### src/rtl/gelato_decode.sv
// rtl/gelato_decode.sv - RV32 decode stage with 2-entry skid buffer for the Gelato SIMT core
//
// Purpose: unpacks raw instruction words into issue fields and buffers the
// decoded result behind registered valid/ready handshakes on both sides.
// Ports:
//   clk, rst_n          clock (rising edge), asynchronous active-low reset
//   flush               synchronous clear of all buffered entries
//   in_valid/in_ready   fetch-side handshake; in_ready comes straight from count
//   in_warp/pc/inst     fetch word with its warp tag and PC
//   out_valid/out_ready issue-side handshake; out_* reflect the buffer head
//   out_opcode..funct7  decoded fields, out_imm sign-extended
//   out_illegal         opcode not recognised (entry still flows through)
module gelato_decode #(
   parameter int WARP_NUM_WIDTH = 5,
   parameter int ADDR_WIDTH     = 32,
   parameter int DATA_WIDTH     = 32
) (
   input  logic                      clk,
   input  logic                      rst_n,
   input  logic                      flush,
   input  logic                      in_valid,
   output logic                      in_ready,
   input  logic [WARP_NUM_WIDTH-1:0] in_warp,
   input  logic [ADDR_WIDTH-1:0]     in_pc,
   input  logic [31:0]               in_inst,
   output logic                      out_valid,
   input  logic                      out_ready,
   output logic [WARP_NUM_WIDTH-1:0] out_warp,
   output logic [ADDR_WIDTH-1:0]     out_pc,
   output logic [6:0]                out_opcode,
   output logic [4:0]                out_rd,
   output logic [4:0]                out_rs1,
   output logic [4:0]                out_rs2,
   output logic [4:0]                out_rs3,
   output logic [DATA_WIDTH-1:0]     out_imm,
   output logic [2:0]                out_funct3,
   output logic [6:0]                out_funct7,
   output logic                      out_illegal
);

   typedef struct packed {
      logic [WARP_NUM_WIDTH-1:0] warp;
      logic [ADDR_WIDTH-1:0]     pc;
      logic [6:0]                opcode;
      logic [4:0]                rd;
      logic [4:0]                rs1;
      logic [4:0]                rs2;
      logic [4:0]                rs3;
      logic [DATA_WIDTH-1:0]     imm;
      logic [2:0]                funct3;
      logic [6:0]                funct7;
      logic                      illegal;
   } entry_t;

   entry_t     dec;
   entry_t     mem [2];
   logic [1:0] count;
   logic       wr_ptr;
   logic       rd_ptr;
   logic       push;
   logic       pop;
   logic [31:0] imm32;

   // Combinational decode of the incoming word
   always_comb begin
      dec         = '0;
      imm32       = '0;
      dec.warp    = in_warp;
      dec.pc      = in_pc;
      dec.opcode  = in_inst[6:0];
      case (in_inst[6:0])
         7'b0000011, 7'b0000111, 7'b0010011, 7'b1100111, 7'b1110011: begin
            dec.rd     = in_inst[11:7];
            dec.rs1    = in_inst[19:15];
            dec.funct3 = in_inst[14:12];
            imm32      = {{20{in_inst[31]}}, in_inst[31:20]};
         end
         7'b0100011, 7'b0100111: begin
            dec.rs1    = in_inst[19:15];
            dec.rs2    = in_inst[24:20];
            dec.funct3 = in_inst[14:12];
            imm32      = {{20{in_inst[31]}}, in_inst[31:25], in_inst[11:7]};
         end
         7'b1100011: begin
            dec.rs1    = in_inst[19:15];
            dec.rs2    = in_inst[24:20];
            dec.funct3 = in_inst[14:12];
            imm32      = {{19{in_inst[31]}}, in_inst[31], in_inst[7],
                          in_inst[30:25], in_inst[11:8], 1'b0};
         end
         7'b0110111, 7'b0010111: begin
            dec.rd = in_inst[11:7];
            imm32  = {in_inst[31:12], 12'b0};
         end
         7'b1101111: begin
            dec.rd = in_inst[11:7];
            imm32  = {{11{in_inst[31]}}, in_inst[31], in_inst[19:12],
                      in_inst[20], in_inst[30:21], 1'b0};
         end
         7'b0110011, 7'b1010011: begin
            dec.rd     = in_inst[11:7];
            dec.rs1    = in_inst[19:15];
            dec.rs2    = in_inst[24:20];
            dec.funct3 = in_inst[14:12];
            dec.funct7 = in_inst[31:25];
         end
         7'b1000011, 7'b1000111, 7'b1001011, 7'b1001111: begin
            dec.rd     = in_inst[11:7];
            dec.rs1    = in_inst[19:15];
            dec.rs2    = in_inst[24:20];
            dec.rs3    = in_inst[31:27];
            dec.funct3 = in_inst[14:12];
            dec.funct7 = {5'b0, in_inst[26:25]};
         end
         default: dec.illegal = 1'b1;
      endcase
      dec.imm = DATA_WIDTH'(signed'(imm32));
   end

   // count is a flop, so both ready and valid are register outputs
   assign in_ready  = (count != 2'd2);
   assign out_valid = (count != 2'd0);
   assign push      = in_valid & in_ready;
   assign pop       = out_valid & out_ready;

   always_ff @(posedge clk or negedge rst_n) begin
      if (!rst_n) begin
         count  <= 2'd0;
         wr_ptr <= 1'b0;
         rd_ptr <= 1'b0;
         mem[0] <= '0;
         mem[1] <= '0;
      end else if (flush) begin
         count  <= 2'd0;
         wr_ptr <= 1'b0;
         rd_ptr <= 1'b0;
      end else begin
         if (push) begin
            mem[wr_ptr] <= dec;
            wr_ptr      <= ~wr_ptr;
         end
         if (pop) begin
            rd_ptr <= ~rd_ptr;
         end
         case ({push, pop})
            2'b10:   count <= count + 2'd1;
            2'b01:   count <= count - 2'd1;
            default: count <= count;
         endcase
      end
   end

   assign out_warp    = mem[rd_ptr].warp;
   assign out_pc      = mem[rd_ptr].pc;
   assign out_opcode  = mem[rd_ptr].opcode;
   assign out_rd      = mem[rd_ptr].rd;
   assign out_rs1     = mem[rd_ptr].rs1;
   assign out_rs2     = mem[rd_ptr].rs2;
   assign out_rs3     = mem[rd_ptr].rs3;
   assign out_imm     = mem[rd_ptr].imm;
   assign out_funct3  = mem[rd_ptr].funct3;
   assign out_funct7  = mem[rd_ptr].funct7;
   assign out_illegal = mem[rd_ptr].illegal;

endmodule

### config.mk
export PLATFORM = sky130hd
export DESIGN_NAME = gelato_decode
export DESIGN_NICKNAME = d
export VERILOG_FILES = /design/src/rtl/gelato_decode.sv
export SDC_FILE = /design/constraint.sdc
export NUM_CORES = 1
export LEC_CHECK = 0
export CORE_MARGIN = 2
export CORE_UTILIZATION = 43
export CTS_CLUSTER_DIAMETER = 100
export DETAILED_ROUTE_END_ITERATION = 8
export PLACE_DENSITY = 0.68
export SLEW_MARGIN = 20
export SYNTH_ARGS = -nofsm -noshare
export SYNTH_HDL_FRONTEND = slang
export SYNTH_SLANG_ARGS = --single-unit
### constraint.sdc
create_clock -name clk -period 2.13 [get_ports clk]
set_clock_uncertainty 0.05 [all_clocks]
set_input_delay 0.213 -clock clk [delete_from_list [all_inputs] [get_ports clk]]
set_output_delay 0.213 -clock clk [all_outputs]
set_load 0.01 [all_outputs]
After elaboration in Yosys (flattened, before gate mapping):

Index checks and enable logic that the tools add are counted.

* bits in registers: 218
* input bits: 74

* $add $sub $neg: 2
* magnitude comparators: 3
* equal/unequal tests: 20
* muxes and demuxes: 20
* bitwise gates (word level): 7
* reduce and logical (&&, ||, !) cells: 15

Operators by type and width (count)
* $mux 107: 4
* $bwmux 214: 1
* $pmux 32 s5: 1
* $demux 107 s1: 1
* $eq 7x7->1 const B: 9
* $eq 7x6->1 const B: 4
* $reduce_or 14->1: 2
* $mux 5: 4
* $reduce_or 17->1: 1
* $eq 7x5->1 const B: 2
* $pmux 7 s2: 1
* $reduce_or 9->1: 1
* $eq 7x2->1 const B: 1
* $eq 7x3->1 const B: 1
* $reduce_bool 2->1: 3
* $reduce_or 2->1: 3
* $mux 1: 5
* $reduce_or 5->1: 1
* $ge 2x2->1 const B: 2
* $not 1->2: 2
* $pmux 2 s2: 1
* $reduce_or 4->1: 1
* $mux 3: 1
* $not 1->1: 3
* other kinds (11): 12

Logic depth before layout (Yosys ltp):

* depth after elaboration: 6
* gate-level depth with buffers: 7
* depth with buffers taken out: 4

Least setup slack after synthesis:

Ideal clock, no wire load.

* path kind: register to register
* start: register count[0]
* end: register mem[174] (netlist bit)
* setup time: 125 ps
* arrival: 1480 ps
* required time: 1955 ps
* path slack: 475 ps
* stages on the path, launching flop included: 6
* path buffers: 2
* cell sequence: dfrtp_1 > nand2b_2 > nand3b_4 > buf_6 > buf_2 > mux2_2

* longest elaborated chain between the ends: 3

Ends and longest elaborated chain
* start: declaration: line 57 `logic [1:0] count;`
* start signal: assignment: line 146 `2'b10: count <= count + 2'd1;`
* start signal: assignment: line 147 `2'b01: count <= count - 2'd1;`
* start signal: assignment: line 148 `default: count <= count;`
* $ne 2x2->1: line 121 `assign in_ready = (count != 2'd2);`
* net in_ready: line 22 `output logic in_ready,`
* $and 1x1->1: line 123 `assign push = in_valid & in_ready;`
* $reduce_and 2->1 (no line)
* end: declaration: line 56 `entry_t mem [2];`

The timed path passes the listed nets, and every way through them passes these cells.
A chain may end at the register's enable or synchronous reset.

Final worst setup path:

* start: register rd_ptr
* end: output port out_opcode[2]

* longest elaborated chain between the ends: 4

Ends and longest elaborated chain
* start: declaration: line 59 `logic rd_ptr;`
* start signal: assignment: line 143 `rd_ptr <= ~rd_ptr;`
* $not 1->2 (implied by the code): line 155 `assign out_opcode = mem[rd_ptr].opcode;`
* $mux 107 (3 in series)
* end: declaration: line 30 `output logic [6:0] out_opcode,`

No other way between the ends. The select of a mux whose other input is x is not followed.

==> results.json <==
{
  "cts_tree": "done",
  "final_max_slew_viol_count": 0,
  "tightestPinTransition_ps": 711,
  "drt-vias-per-instance": 5.31,
  "track_usage": 0.212,
  "numPortBuffers": 182,
  "register_area_um2": 5460,
  "cpPeakStageDelay_ps": 460,
  "timing.critical_path.fanout_max": 12,
  "synth.top_cells.by_count": "218 x dfrtp_1, 192 x nand2_1, 155 x mux2_2",
  "reg2reg_depth": 4,
  "critical_path_source_type": "register",
  "worstReg2RegEnd": "mem[192]",
  "timing.rr.start": "count[0]",
  "dr.first_iter.drc_count": 517,
  "cts_root_buf": "clkbuf_16",
  "vias": 7534,
  "synth.most_common_cell": "dfrtp_1",
  "first_global_vias": 7558,
  "yosys.cell_types.count": 62,
  "x_dimension_of_the_die_um": 157,
  "fmaxAchievable_mhz": 465,
  "pin_count_of_the_biggest_net_entering_global_routing": 53,
  "floorplan.die_area_um2": 24700,
  "final.fill_count": 2021,
  "max-cap-violations": 0,
  "ys_seq_area_frac": 0.541,
  "clock_insertion_delay_at_the_later_pin_of_the_skew_report_ps": 510,
  "synth.net_count": 936,
  "synth_seq_cells": 218,
  "grt_antenna_before_repair": 0,
  "setup.worst_path.class": "register to output port",
  "cts_buf_count": 24,
  "layout-area-overhead-vs-synth_pct": 33.0,
  "synthesis.instances": 862,
  "max_stage_delay_cell_worst_path": "dfrtp_4",
  "synth_top_area_share": 0.541,
  "final_min_period_over_clock_period": 1.01,
  "initial_utilization": 0.433,
  "dpl-instance-area_um2": 12600,
  "final_hold_viol_count": 0,
  "violations": "negative setup slack",
  "endpoint_kind": "output port",
  "synth_flop_cell": "dfrtp_1",
  "r2r_slack_ps": 210,
  "synth-async-reset-ratio": 1.00,
  "finished_core_util": 0.576,
  "mean_instance_size_in_the_synthesized_netlist_um2": 11.7,
  "post_synth_fa_ha_maj_area_fraction": 0.000993,
  "synthMuxAreaShare": 0.181,
  "final.setup.worst_slack_ps": -18.6,
  "finalWeightedCongestion": 0.844,
  "post-place-ws_ps": -27.9,
  "run_status": "complete, but fails checks",
  "setup_tns_ps": -122,
  "htree_num_levels": 1,
  "dpl.hpwl_um": 17100,
  "total_leakage_power_nw": 6.28,
  "post-route-min-period_ps": 2150,
  "grt_setup_unrepaired": "yes",
  "synth_area_leader_cell": "dfrtp_1",
  "overall_routed_net_length_um": 26500,
  "setup-violations-final": 21,
  "count_of_antenna_violating_nets_left_after_detailed_routing": 0,
  "path_clk_slew_ps": 60,
  "hold_path.class": "primary input to async pin",
  "ir_worst_vdd_mv": 0.462,
  "rows": 56,
  "p_per_area_nw_per_um2": 886,
  "num_io_pins": 183,
  "syn-cell-area_um2": 10100,
  "multi_input_logic_area_um2": 4300,
  "synth.top_cells.by_area": "dfrtp_1 54%, mux2_2 17%, nand2_1 7.1%",
  "synth-compound-area-share": 0.118,
  "first_pass_iters": 5,
  "die_y_um": 157,
  "simple_gate_fraction_of_synth_area": 0.122,
  "finalPower_mw": 11.9,
  "data_arrival_time_of_the_critical_path_ps": 1890,
  "num_antenna_cells": 0,
  "synth_edf_count": 0,
  "design.final.nets": 1161,
  "clock_path_buffers": 3,
  "combinational_family_with_the_most_area_after_synthesis": "multiplexers",
  "worstPathRequired_ps": 1870,
  "fraction_of_layout_cells_with_a_size_suffix_above_1": 0.371,
  "tritoncts_num_sinks": 218,
  "synth-warning-count": 0,
  "detail_route.drc_violations": 0,
  "global_route.overflow_total": 0,
  "timing.slew.headroom": 0.523,
  "final_cell_area_um2": 13400,
  "path_cells": "buf_12 -> buf_16 -> mux2_2 -> clkdlybuf4s15_2",
  "core-area_um2": 23300,
  "grt_first_pass_wirelength_um": 41600,
  "yosys.area_share.xor_xnor": 0.00174,
  "average_wire_length_per_cell_after_detail_routing_um": 18.7
}
cell usage in the layout, fill, tap and decap left out, types with 5 or more instances in the layout:
cell type,Yosys,routed
dfrtp_1,218,217
nand2_1,192,192
mux2_2,155,153
clkdlybuf4s50_1,0,74
buf_4,3,48
buf_2,29,41
o21ai_0,40,40
a22o_1,38,38
buf_6,10,33
clkbuf_16,0,26
clkbuf_2,0,25
buf_12,0,21
nor2_1,20,20
a221o_1,17,17
a21oi_1,13,13
a2bb2oi_1,12,12
clkdlybuf4s15_2,0,8
nand3_1,8,7
nor3_2,6,6
o21ai_1,5,5
through the flow:
step | cells | hold slack, ps
after floorplan | 862 | -133
after global placement | 1358 | 113
after detailed placement | 1358 | 117
after CTS | 1406 | 165
after global routing | 1419 | 197
final | 1419 | 168
area by class of cell:
class	count	share of cell area
sequential	218	0.407
multi-input combinational	583	0.320
timing repair buffer	257	0.184
clock buffer	32	0.0509
tap	319	0.0298
clock inverter	7	0.00653
inverter	3	0.000840
critical path: cells and delay by family (launching register included):
kind | cells | cell delay (ps)
buffers and inverters | 3 | 540
DFF | 1 | 460
muxes | 1 | 360
registers in the layout (all words and copies together), names as in the netlist:
signal,flops
mem,214
count,2
rd_ptr,1
wr_ptr,1
logic make-up after synthesis:
logic type,after synthesis
simple gates,261
flops,218
mux,162
compound gates,157
buf+inv,61
xor+xnor,2
fa+ha+maj,1
what timing repair did:
action / CTS / global route
gates resized for setup: 386 / 55
endpoints found under the setup margin: 107 / 57
pin swaps: 0 / 0
endpoints found under the hold margin: 148 / 0
gates cloned: 4 / 1
setup buffers: 4 / 13
hold buffers: 1 / 0
worst max-delay path by stage:
stage / from / to / slack [ps] / cells past startpoint
4_1_cts: rd_ptr / out_imm[14] / -90 / 4
3_5_place_dp: in_inst[4] / mem[29] / -30 / 6
5_1_grt: rd_ptr / out_opcode[2] / -70 / 4
2_1_floorplan: count[0] / mem[174] / 470 / 5
3_3_place_gp: in_inst[4] / mem[135] / -10 / 6
6_report: rd_ptr / out_opcode[2] / -20 / 4
power breakdown:
part | total [mW] | switching (mW) | leakage, nW | internal [mW]
combinational | 2.66 | 1.20 | 3.08 | 1.46
clock | 4.08 | 1.61 | 0.378 | 2.46
sequential | 5.13 | 0.329 | 2.82 | 4.81
layer usage:
metal  global-route usage  vias to the layer above  share of wire  wire, µm
li1                     -                     3512              -         -
met1                0.307                     3766           0.46     12200
met2                0.335                      216           0.47     12400
met3               0.0311                       40          0.047      1240
met4               0.0580                        0          0.025       651
met5                    0                        -              0         0
Note: power is estimated with default switching activity, not from simulation.
